<file path="src/rtl/ahb_defs.sv">
// Shared AHB bus field widths used by every AHB block in this slice.
`ifndef AHB_DEFS_SV
`define AHB_DEFS_SV
`define AHB_TRANS_BITS  2
`define AHB_BURST_BITS  3
`define AHB_RESP_BITS   2
`define AHB_MASTER_BITS 2
`endif

</file>
<file path="src/rtl/ahb_arb_pkg.sv">
// Arbiter FSM states, AHB HTRANS/HBURST/HRESP encodings and the fixed-burst length helper.
`include "ahb_defs.sv"

package ahb_arb_pkg;

    localparam int TRANS_W  = `AHB_TRANS_BITS;
    localparam int BURST_W  = `AHB_BURST_BITS;
    localparam int RESP_W   = `AHB_RESP_BITS;
    localparam int MASTER_W = `AHB_MASTER_BITS;

    typedef enum logic [1:0] {
        ST_IDLE,
        ST_OWN,
        ST_BURST,
        ST_LOCKED
    } arb_state_e;

    typedef enum logic [TRANS_W-1:0] {
        TRANS_IDLE,
        TRANS_BUSY,
        TRANS_NONSEQ,
        TRANS_SEQ
    } htrans_e;

    typedef enum logic [BURST_W-1:0] {
        BURST_SINGLE,
        BURST_INCR,
        BURST_WRAP4,
        BURST_INCR4,
        BURST_WRAP8,
        BURST_INCR8,
        BURST_WRAP16,
        BURST_INCR16
    } hburst_e;

    typedef enum logic [RESP_W-1:0] {
        RESP_OKAY,
        RESP_ERROR,
        RESP_RETRY,
        RESP_SPLIT
    } hresp_e;

    // Beats remaining after the NONSEQ of a fixed-length burst; 0 for SINGLE/INCR.
    function automatic logic [3:0] burst_len_m1(input logic [BURST_W-1:0] hburst);
        logic [3:0] len;
        case (hburst_e'(hburst))
            BURST_WRAP4, BURST_INCR4:   len = 4'd3;
            BURST_WRAP8, BURST_INCR8:   len = 4'd7;
            BURST_WRAP16, BURST_INCR16: len = 4'd15;
            default:                    len = 4'd0;
        endcase
        return len;
    endfunction

endpackage

</file>
<file path="src/rtl/ahb_rr_pick.sv">
// Round-robin picker: first requester at or after start index, wrapping 2->0.
// Purely combinational, zero latency.
module ahb_rr_pick (
    input  logic [2:0] req_i,
    input  logic [1:0] start_i,
    output logic [2:0] gnt_o,
    output logic       vld_o
);

    logic [2:0] idx;
    logic       found;

    always_comb begin
        idx   = 3'd0;
        found = 1'b0;
        gnt_o = 3'b000;
        for (int i = 0; i < 3; i++) begin
            idx = {1'b0, start_i} + 3'(i);
            if (idx >= 3'd3) begin
                idx = idx - 3'd3;
            end
            if (!found && req_i[idx[1:0]]) begin
                gnt_o[idx[1:0]] = 1'b1;
                found           = 1'b1;
            end
        end
        vld_o = found;
    end

endmodule

</file>
<file path="src/rtl/ahb_qos_arbiter.sv">
// Three-master AHB arbiter with per-master transfer quotas, burst protection and locked tenures.
// Grants registered one cycle after arbitration; HMASTER/HMASTLOCK follow the grant on HREADY=1 edges.
module ahb_qos_arbiter
    import ahb_arb_pkg::*;
#(
    parameter int unsigned QUOTA_M1 = 8,
    parameter int unsigned QUOTA_M2 = 8,
    parameter int unsigned QUOTA_M3 = 4
) (
    input  logic                HCLK,
    input  logic                HRESETn,
    input  logic                HBUSREQ_M1,
    input  logic                HBUSREQ_M2,
    input  logic                HBUSREQ_M3,
    input  logic                HLOCK_M1,
    input  logic                HLOCK_M2,
    input  logic                HLOCK_M3,
    input  logic [TRANS_W-1:0]  HTRANS,
    input  logic [BURST_W-1:0]  HBURST,
    input  logic                HREADY,
    input  logic [RESP_W-1:0]   HRESP,
    output logic                HGRANT_M1,
    output logic                HGRANT_M2,
    output logic                HGRANT_M3,
    output logic [MASTER_W-1:0] HMASTER,
    output logic                HMASTLOCK
);

    localparam logic [4:0] QUOTA_SAT = 5'd16;

    logic [2:0]          req, lock;
    logic [2:0]          grant_q, grant_d;
    logic [MASTER_W-1:0] hmaster_q, hmaster_d;
    logic                hmastlock_q, hmastlock_d;
    arb_state_e          state_q, state_d;
    logic [3:0]          beat_q, beat_d;
    logic [4:0]          quota_q, quota_d;
    logic [1:0]          rr_q, rr_d;

    logic                is_nonseq, is_seq, accept, arb_en;
    logic                owner_vld, owner_req, owner_lock;
    logic                quota_left, lock_keep, clr_quota;
    logic [1:0]          owner_idx, pick_start;
    logic [MASTER_W-1:0] owner_num;
    logic [4:0]          owner_quota, spent;
    logic [2:0]          pick_gnt;
    logic                pick_vld;

    assign req        = {HBUSREQ_M3, HBUSREQ_M2, HBUSREQ_M1};
    assign lock       = {HLOCK_M3, HLOCK_M2, HLOCK_M1};
    assign is_nonseq  = (HTRANS == TRANS_NONSEQ);
    assign is_seq     = (HTRANS == TRANS_SEQ);
    assign accept     = HREADY && (is_nonseq || is_seq);
    assign owner_vld  = |grant_q;
    assign owner_req  = |(grant_q & req);
    assign owner_lock = |(grant_q & lock);

    always_comb begin
        owner_idx   = 2'd0;
        owner_quota = 5'd0;
        case (grant_q)
            3'b001: begin owner_idx = 2'd0; owner_quota = 5'(QUOTA_M1); end
            3'b010: begin owner_idx = 2'd1; owner_quota = 5'(QUOTA_M2); end
            3'b100: begin owner_idx = 2'd2; owner_quota = 5'(QUOTA_M3); end
            default: ;
        endcase
    end

    assign owner_num  = owner_vld ? MASTER_W'(owner_idx + 2'd1) : '0;
    assign pick_start = !owner_vld ? rr_q : (owner_idx == 2'd2) ? 2'd0 : owner_idx + 2'd1;

    // The owner's transfer in flight when the grant moves still completes,
    // so the grant is released one transfer before the quota is used up.
    assign spent      = (hmaster_q == owner_num) ? quota_q + {4'd0, accept} : 5'd0;
    assign quota_left = (spent + 5'd1) < owner_quota;

    ahb_rr_pick u_rr_pick (
        .req_i   (req),
        .start_i (pick_start),
        .gnt_o   (pick_gnt),
        .vld_o   (pick_vld)
    );

    // An error wait state abandons the burst so the following HREADY edge re-arbitrates.
    always_comb begin
        beat_d = beat_q;
        if (!HREADY && (HRESP != RESP_OKAY)) begin
            beat_d = 4'd0;
        end else if (accept && is_nonseq) begin
            beat_d = burst_len_m1(HBURST);
        end else if (accept && is_seq && (beat_q != 4'd0)) begin
            beat_d = beat_q - 4'd1;
        end
    end

    assign arb_en = HREADY && (beat_d == 4'd0);

    always_comb begin
        grant_d   = grant_q;
        lock_keep = 1'b0;
        clr_quota = 1'b0;
        if (arb_en) begin
            if (owner_req && owner_lock) begin
                lock_keep = 1'b1;
            end else if (owner_req && quota_left) begin
                grant_d = grant_q;
            end else begin
                grant_d   = pick_vld ? pick_gnt : 3'b000;
                clr_quota = owner_vld && (pick_gnt == grant_q);
            end
        end
    end

    always_comb begin
        rr_d = rr_q;
        case (grant_d)
            3'b001:  rr_d = 2'd1;
            3'b010:  rr_d = 2'd2;
            3'b100:  rr_d = 2'd0;
            default: ;
        endcase
    end

    always_comb begin
        hmaster_d   = hmaster_q;
        hmastlock_d = hmastlock_q;
        if (HREADY) begin
            hmaster_d   = owner_num;
            hmastlock_d = owner_lock;
        end
        quota_d = quota_q;
        if (accept && (quota_q != QUOTA_SAT)) begin
            quota_d = quota_q + 5'd1;
        end
        if ((hmaster_d != hmaster_q) || clr_quota) begin
            quota_d = 5'd0;
        end
    end

    always_comb begin
        state_d = state_q;
        if (beat_d != 4'd0) begin
            state_d = ST_BURST;
        end else if (arb_en) begin
            if (grant_d == 3'b000) begin
                state_d = ST_IDLE;
            end else if (lock_keep) begin
                state_d = ST_LOCKED;
            end else begin
                state_d = ST_OWN;
            end
        end else if (state_q == ST_BURST) begin
            state_d = ST_OWN;
        end
    end

    always_ff @(posedge HCLK or negedge HRESETn) begin
        if (!HRESETn) begin
            state_q     <= ST_IDLE;
            grant_q     <= 3'b000;
            hmaster_q   <= '0;
            hmastlock_q <= 1'b0;
            beat_q      <= 4'd0;
            quota_q     <= 5'd0;
            rr_q        <= 2'd0;
        end else begin
            state_q     <= state_d;
            grant_q     <= grant_d;
            hmaster_q   <= hmaster_d;
            hmastlock_q <= hmastlock_d;
            beat_q      <= beat_d;
            quota_q     <= quota_d;
            rr_q        <= rr_d;
        end
    end

    assign HGRANT_M1 = grant_q[0];
    assign HGRANT_M2 = grant_q[1];
    assign HGRANT_M3 = grant_q[2];
    assign HMASTER   = hmaster_q;
    assign HMASTLOCK = hmastlock_q;

endmodule
</file>
<file path="config.mk">
export PLATFORM = sky130hd
export DESIGN_NAME = ahb_qos_arbiter
export DESIGN_NICKNAME = d
export VERILOG_FILES = /design/src/rtl/ahb_arb_pkg.sv /design/src/rtl/ahb_rr_pick.sv /design/src/rtl/ahb_qos_arbiter.sv
export VERILOG_INCLUDE_DIRS = /design/src /design/src/rtl
export SDC_FILE = /design/constraint.sdc
export NUM_CORES = 1
export LEC_CHECK = 0
export ABC_AREA = 1
export BUFFER_PORTS_ARGS = -buffer_cell sky130_fd_sc_hd__buf_2
export CORE_UTILIZATION = 61
export DETAILED_ROUTE_END_ITERATION = 10
export GPL_ROUTABILITY_DRIVEN = 1
export PLACE_DENSITY = 0.86
export SLEW_MARGIN = 40
export SYNTH_ARGS = -nofsm -noshare
export SYNTH_HDL_FRONTEND = slang
export SYNTH_HIERARCHICAL = 1
export SYNTH_SLANG_ARGS = --single-unit
export TNS_END_PERCENT = 10
</file>
<file path="constraint.sdc">
create_clock -name HCLK -period 3.8 [get_ports HCLK]
set_input_delay 0.76 -clock HCLK [delete_from_list [all_inputs] [get_ports HCLK]]
set_output_delay 0.76 -clock HCLK [all_outputs]
set_load 0.01 [all_outputs]
</file>
==> results.json, run 1 <==
{
  "clk-insertion-delay-late_ps": 300,
  "cts_made_buffers": 3,
  "die_h_um": 53.96,
  "hold_viol": 0,
  "skew_ps": 11.00,
  "antenna_found_initial": 0,
  "rsz0062_at_grt": "false",
  "status": "finished clean",
  "p_leak_nw": 0.9708,
  "ys_types": 32,
  "p_per_area_nw_per_um2": 749.2,
  "grt_pass1_wl_um": 5133,
  "htree_num_levels": 1,
  "synth-seq-area-share": 0.2584,
  "hold_buffers": 0,
  "grt_overflow": 0,
  "post-route-min-period_ps": 2977,
  "drt_pass1_iterations": 4,
  "synthCells": 240,
  "num_rows": 18,
  "async_reset_ff_frac": 1.000,
  "synth_area_leader_cell": "dfrtp_1",
  "yosys-top-cells-count": "59 x nand2_1, 37 x inv_1, 27 x nand3_1",
  "grt_most_used_layer": "met2",
  "start_kind": "input port",
  "hold_path_class": "in -> async",
  "syn_area_per_cell_um2": 6.861,
  "yosys_warnings": 6,
  "yosys.area.top_type_share": 0.2584,
  "die_w_um": 53.96,
  "intPower_w": 0.0006166,
  "setup_tns_ps": 0,
  "postCtsSetupBuffers": 0,
  "gr-usage-met1": 0.2983,
  "pin_count": 22,
  "power.switching_w": 0.0007238,
  "final-max-slew-violation-count": 0,
  "pwr-share-seq": 0.239,
  "place_congestion": 0.8707,
  "switching_share": 0.5400,
  "dieArea_um2": 2911,
  "areaGrowthSynthToFinish_pct": 8.663,
  "required_ps": 3990,
  "coreArea_um2": 2522,
  "ys_top_cells_by_area": "dfrtp_1 26%, nand2_1 13%, inv_1 8.4%",
  "ys_ff_latch": 17,
  "io_buffers": 20,
  "cts-resized-gates": 0,
  "cp-end-kind": "flip-flop",
  "ir_worst_vdd_uv": 629.1,
  "clock-sinks": 17,
  "grt_util_all_layers": 0.2412,
  "worst-path-max-fanout": 5,
  "setup.worst_path.class": "in -> reg",
  "wire_per_inst_um": 10.49,
  "comb_power_share": 0.689,
  "dp_hpwl_um": 2535,
  "tightest_slew_ps": 383.6,
  "num_vias": 1517,
  "antennaDiodeCount": 0,
  "detail-route-antenna-nets": 0,
  "clk_path_buf_depth": 2,
  "post-route-period-util": 0.7835,
  "setup_viol": 0,
  "postLayoutCellArea_um2": 1789,
  "drive_gt1_frac": 0.2375,
  "nNetsFinal": 288,
  "syn_nets": 266,
  "ys.flop_type": "dfrtp_1",
  "synth_edf_count": 0,
  "drt-initial-drc-count": 43,
  "grt_pass1_vias": 1303,
  "power.share.clock": 0.072,
  "grtUsageMet3": 0.05932,
  "route.detailed.drc": 0,
  "yosysMostFrequentCell": "nand2_1",
  "vias_per_cell": 5.213,
  "mappedNetlistArea_um2": 1647,
  "cts_tree": "yes",
  "cts_root_buf": "clkbuf_4",
  "clkSlewWorstSetupHoldPaths_ps": 100,
  "met2_usage": 0.4156,
  "placed_area_um2": 1763,
  "grt_max_degree": 18,
  "crit_arrival_ps": 3170,
  "fmax_ghz": 0.3359,
  "drv_cap": 0,
  "slew-limit-headroom": 0.7443,
  "fin_util": 0.7093,
  "initial_utilization": 0.6528,
  "drt_wl_total_um": 3053
}
==> flip-flops by register name, indices dropped and copies added (netlist names) <==
name	cells
quota_q	5
beat_q	4
grant_q	3
HMASTER	2
rr_q	2
HMASTLOCK	1
==> layout make-up <==
cell class / count / area [µm²]
inverters: 44 / 166.4
repair buffers: 20 / 100.1
flip-flops and latches: 17 / 425.4
well taps: 30 / 37.54
fillers: 226 / 733.2
clock buffers: 4 / 26.28
multi-input cells: 176 / 1033
==> through the flow <==
stage | std cells | setup WS [ps] | hold WS, ps | power, W
finish | 291 | 822.7 | 359.9 | 0.001340
floorplan | 240 | 869.0 | 464.4 | 0.001076
CTS | 291 | 813.3 | 367.4 | 0.001349
global placement | 287 | 541.8 | 461.9 | 0.001226
detailed placement | 287 | 494.4 | 494.6 | 0.001246
global route | 291 | 543.3 | 378.2 | 0.001498
==> routing by layer <==
metal	wire, µm	share of wire
met1	1454	0.48
met2	1437	0.47
met3	150	0.049
met4	10	0.0033
met5	0	0
==> power groups by stage <==
| stage | clock [W] | combinational (W) | sequential, W |
|---|---|---|---|
| after floorplan | 0 | 0.000781 | 0.000296 |
| after global placement | 0 | 0.000905 | 0.000320 |
| after detailed placement | 0 | 0.000922 | 0.000324 |
| after CTS | 0.000102 | 0.000927 | 0.000320 |
| after global routing | 0.000110 | 0.00106 | 0.000327 |
| final | 0.0000970 | 0.000924 | 0.000320 |
==> cell families (layout without fill, tap and decap cells) <==
| group | count (synthesis) | after routing | synth area share |
|---|---|---|---|
| compound gates | 20 | 20 | 0.07446 |
| xor+xnor | 8 | 8 | 0.04712 |
| buf+inv | 47 | 68 | 0.1140 |
| simple gates | 138 | 138 | 0.4301 |
| flops | 17 | 17 | 0.2584 |
| fa+ha+maj | 10 | 10 | 0.07599 |
==> critical path, stage by stage <==
cell and delay [ps]:
buf_2 140, nand2_2 100, clkinv_2 90, ha_1 220, ha_1 210, inv_1 60
nand2_1 50, nand2_1 80, nand2_1 70, nor2_1 190, nor3b_1 80, ha_1 290
nand2_1 80, nand3_2 70, nand2_2 80, nand2_4 60, nand2_4 80, nand2_1 60
nand2_2 100, nand3_2 90, nand2_1 70, inv_1 40, nand2_1 50, nand2_1 40
==> cell usage in the layout, fill, tap and decap left out, types with 3 or more instances in the layout <==
master	synthesis	layout
inv_1	37	37
ha_1	10	10
xor2_1	4	4
nand3_1	27	27
nand2_4	4	4
o21ai_0	5	5
buf_2	2	20
inv_2	4	4
nand3_2	5	5
a31oi_1	3	3
clkbuf_4	0	3
xnor2_1	3	3
nand4_1	7	7
nand2_1	59	59
nor2_2	3	3
a21oi_1	5	5
nor2_1	11	11
dfrtp_1	17	17
nand2_2	16	16
==> worst paths after layout <==
kind	endpoint	depth (start not counted)	slack [ps]	startpoint
hold reg to reg	HMASTLOCK$_DFFE_PN0P_	2	510	HMASTLOCK$_DFFE_PN0P_
setup reg to reg	quota_q[0]$_DFFE_PN0P_	17	850	grant_q[0]$_DFF_PN0_
max in group asynchronous	beat_q[0]$_DFF_PN0_	1	3150	HRESETn
setup / recovery	rr_q[0]$_DFFE_PN0P_	24	820	HREADY
hold / removal	quota_q[1]$_DFFE_PN0P_	1	360	HRESETn
min in group HCLK	HMASTLOCK$_DFFE_PN0P_	2	510	HMASTLOCK$_DFFE_PN0P_
Power figures use the tool's default switching activity.
==> inputs of run 2 (changes only) <==
--- a/config.mk
+++ b/config.mk
@@ -6,12 +6,12 @@
 export SDC_FILE = /design/constraint.sdc
 export NUM_CORES = 1
 export LEC_CHECK = 0
-export ABC_AREA = 1
+export ABC_AREA = 0
 export BUFFER_PORTS_ARGS = -buffer_cell sky130_fd_sc_hd__buf_2
-export CORE_UTILIZATION = 61
+export CORE_UTILIZATION = 58
 export DETAILED_ROUTE_END_ITERATION = 10
 export GPL_ROUTABILITY_DRIVEN = 1
-export PLACE_DENSITY = 0.86
+export PLACE_DENSITY = 0.82
 export SLEW_MARGIN = 40
 export SYNTH_ARGS = -nofsm -noshare
 export SYNTH_HDL_FRONTEND = slang
==> constraint.sdc (replaced) <==
create_clock -name HCLK -period 2.8 [get_ports HCLK]
set_input_delay 0.56 -clock HCLK [delete_from_list [all_inputs] [get_ports HCLK]]
set_output_delay 0.56 -clock HCLK [all_outputs]
set_load 0.01 [all_outputs]
==> run 2 against run 1 <==
The run now ends with negative setup slack left. Register-to-register slack got worse by 900 ps. Largest power group unchanged. Highest routed layer unchanged. Setup slack got worse by 870 ps. Largest cell class unchanged. Critical path depth shrank 10.
==> results.json, run 2 <==
{
  "cts_made_buffers": 3,
  "htree_num_levels": 1,
  "cts_root_buf": "clkbuf_4",
  "place_congestion": 0.8058,
  "num_vias": 1762,
  "synth-seq-area-share": 0.2593,
  "crit_arrival_ps": 3020,
  "nNetsFinal": 271,
  "setup_viol": 7,
  "dp_hpwl_um": 3068,
  "syn_area_per_cell_um2": 8.161,
  "place_ws_ps": -201.1,
  "drt_wl_total_um": 4973,
  "drt_pass1_iterations": 6,
  "antennaDiodeCount": 0,
  "wire_per_inst_um": 18.15,
  "clkSlewWorstSetupHoldPaths_ps": 100,
  "vias_per_cell": 6.431,
  "hold_path_class": "in -> async",
  "cts_tree": "yes",
  "regMostFlops": "quota_q",
  "tightest_slew_ps": 425.9,
  "grt_pass1_wl_um": 5947,
  "largest_reg_flops": 5,
  "status": "complete, but fails checks",
  "yosys_warnings": 6,
  "ys.flop_type": "dfrtp_1",
  "clock-sinks": 17,
  "fillers": 142,
  "muxShareOfSynthArea": 0.07933,
  "initial_utilization": 0.6389,
  "drt-initial-drc-count": 57,
  "die_w_um": 55.18,
  "placed_cells_incl_taps": 260,
  "start_kind": "flip-flop",
  "synthAdderAreaFrac": 0.07628,
  "grt_overflow": 0,
  "drive_gt1_frac": 0.3934,
  "mappedNetlistArea_um2": 1640,
  "rsz0062_at_grt": "true",
  "seqCellArea_um2": 425.4,
  "post-route-period-util": 1.016,
  "synth_top_family_by_area": "simple AND/OR/NAND/NOR gates",
  "coreArea_um2": 2567,
  "areaGrowthSynthToFinish_pct": 35.01,
  "num_rows": 18,
  "grt_max_degree": 18,
  "p_per_area_nw_per_um2": 1438,
  "skew_ps": 6.108,
  "post-route-min-period_ps": 2846,
  "layout.cells.most_common": "buf_4",
  "slew-limit-headroom": 0.7161,
  "synth_area_leader_cell": "dfrtp_1",
  "required_ps": 2980,
  "yosys.area.top_type_share": 0.2593,
  "dieArea_um2": 3045,
  "synth-compound-area-share": 0.2052,
  "top_regs": "quota_q (5), beat_q (4), grant_q (3)",
  "multi_input_area_um2": 1350,
  "fmax_ghz": 0.3514,
  "ys_top_cells_by_area": "dfrtp_1 26%, ha_1 7.6%, a21oi_1 5.2%",
  "detail-route-antenna-nets": 0,
  "grt_util_all_layers": 0.2760,
  "synthSimpleGateAreaFrac": 0.2548,
  "p_leak_nw": 0.9695,
  "async_reset_ff_frac": 1.000,
  "hold_buffers": 0,
  "cp-end-kind": "flip-flop",
  "drv_cap": 0,
  "setup.worst_path.class": "reg -> reg",
  "route.detailed.drc": 0,
  "worst-path-max-fanout": 6,
  "synth-xor-area-share": 0.06407,
  "ir_worst_vdd_uv": 1532,
  "io_buffers": 20,
  "setup_tns_ps": -140.4,
  "synth_edf_count": 0,
  "hold_viol": 0,
  "clk-insertion-delay-late_ps": 290,
  "final-max-slew-violation-count": 0,
  "layout_setup_ws_ps": -45.51,
  "die_h_um": 55.18,
  "clk_path_buf_depth": 2,
  "synthCells": 201,
  "violations": "negative setup slack",
  "ys_ff_latch": 17,
  "grt_pass1_vias": 1441,
  "ys_types": 55,
  "yosys-top-cells-count": "17 x a21oi_1, 17 x dfrtp_1, 17 x nand2_1",
  "syn_nets": 227,
  "pin_count": 22,
  "antenna_found_initial": 0,
  "final_cell_mix": "27 x buf_4, 20 x buf_2, 17 x dfrtp_1",
  "final_cells": 274
}
## run 2: report_power, final
group	switching (W)	internal (W)
registers	0.000117	0.000321
clock network	0.0000775	0.0000553
logic	0.00135	0.00126
total	0.00154	0.00164
## run 2: cells by family after synthesis
group / Yosys count
flip-flops: 17
multiplexers: 12
XOR/XNOR: 12
adder cells (fa/ha/maj): 10
AO/OA/AOI/OAI: 52
buffers and inverters: 22
AND/OR/NAND/NOR: 76
## run 2: layout make-up
| type | count | share of cell area |
|---|---|---|
| Multi-Input combinational cell | 162 | 0.6096 |
| Sequential cell | 17 | 0.1921 |
| Inverter | 12 | 0.02260 |
| Clock buffer | 4 | 0.01186 |
| Timing Repair Buffer | 49 | 0.1469 |
| Tap cell | 30 | 0.01695 |
## run 2: worst max-delay path: stages (launching register included)
cell and delay (ps):
dfrtp_1 450, and2_4 190, a211o_4 340, inv_4 70
buf_4 110, ha_4 210, buf_6 140, a21oi_1 180
o21ai_0 140, a32o_2 300, and2_4 180, nor2_1 160
nor3_2 70, a21oi_2 110, mux2i_1 80
## run 2: per-stage QoR
stage               power, W  hold slack [ps]  area (µm²)    util
finish              0.003185            173.4        2215  0.8626
global route        0.003352            207.2        2215  0.8626
CTS                 0.002345            192.6        1964  0.7651
detailed placement  0.002193            506.3        1931  0.7519
global placement    0.002082            501.4        1931  0.7519
floorplan           0.001732            264.4        1727       -
## run 2: worst paths after layout
kind	from	end	slack [ps]	cells after the start
setup / recovery	grant_q[1]$_DFF_PN0_	rr_q[1]$_DFFE_PN0P_	-50	14
hold / removal	HRESETn	rr_q[1]$_DFFE_PN0P_	170	1
setup reg to reg	grant_q[1]$_DFF_PN0_	rr_q[1]$_DFFE_PN0P_	-50	14
hold reg to reg	beat_q[0]$_DFF_PN0_	beat_q[0]$_DFF_PN0_	590	2
max in group asynchronous	HRESETn	quota_q[3]$_DFFE_PN0P_	2350	1
min in group HCLK	beat_q[0]$_DFF_PN0_	beat_q[0]$_DFF_PN0_	590	2
## run 2: metal layers
layer / GRT usage / share of wire
met2: 0.5502 / 0.53
met5: 0 / 0
met3: 0.03005 / 0.045
met4: 0.06250 / 0.025
met1: 0.3066 / 0.40
## run 2: repair_timing
item,in CTS,in global routing
setup buffers,0,10
gates resized for setup,3,40
setup endpoints to repair,6,10
pin swaps,1,12
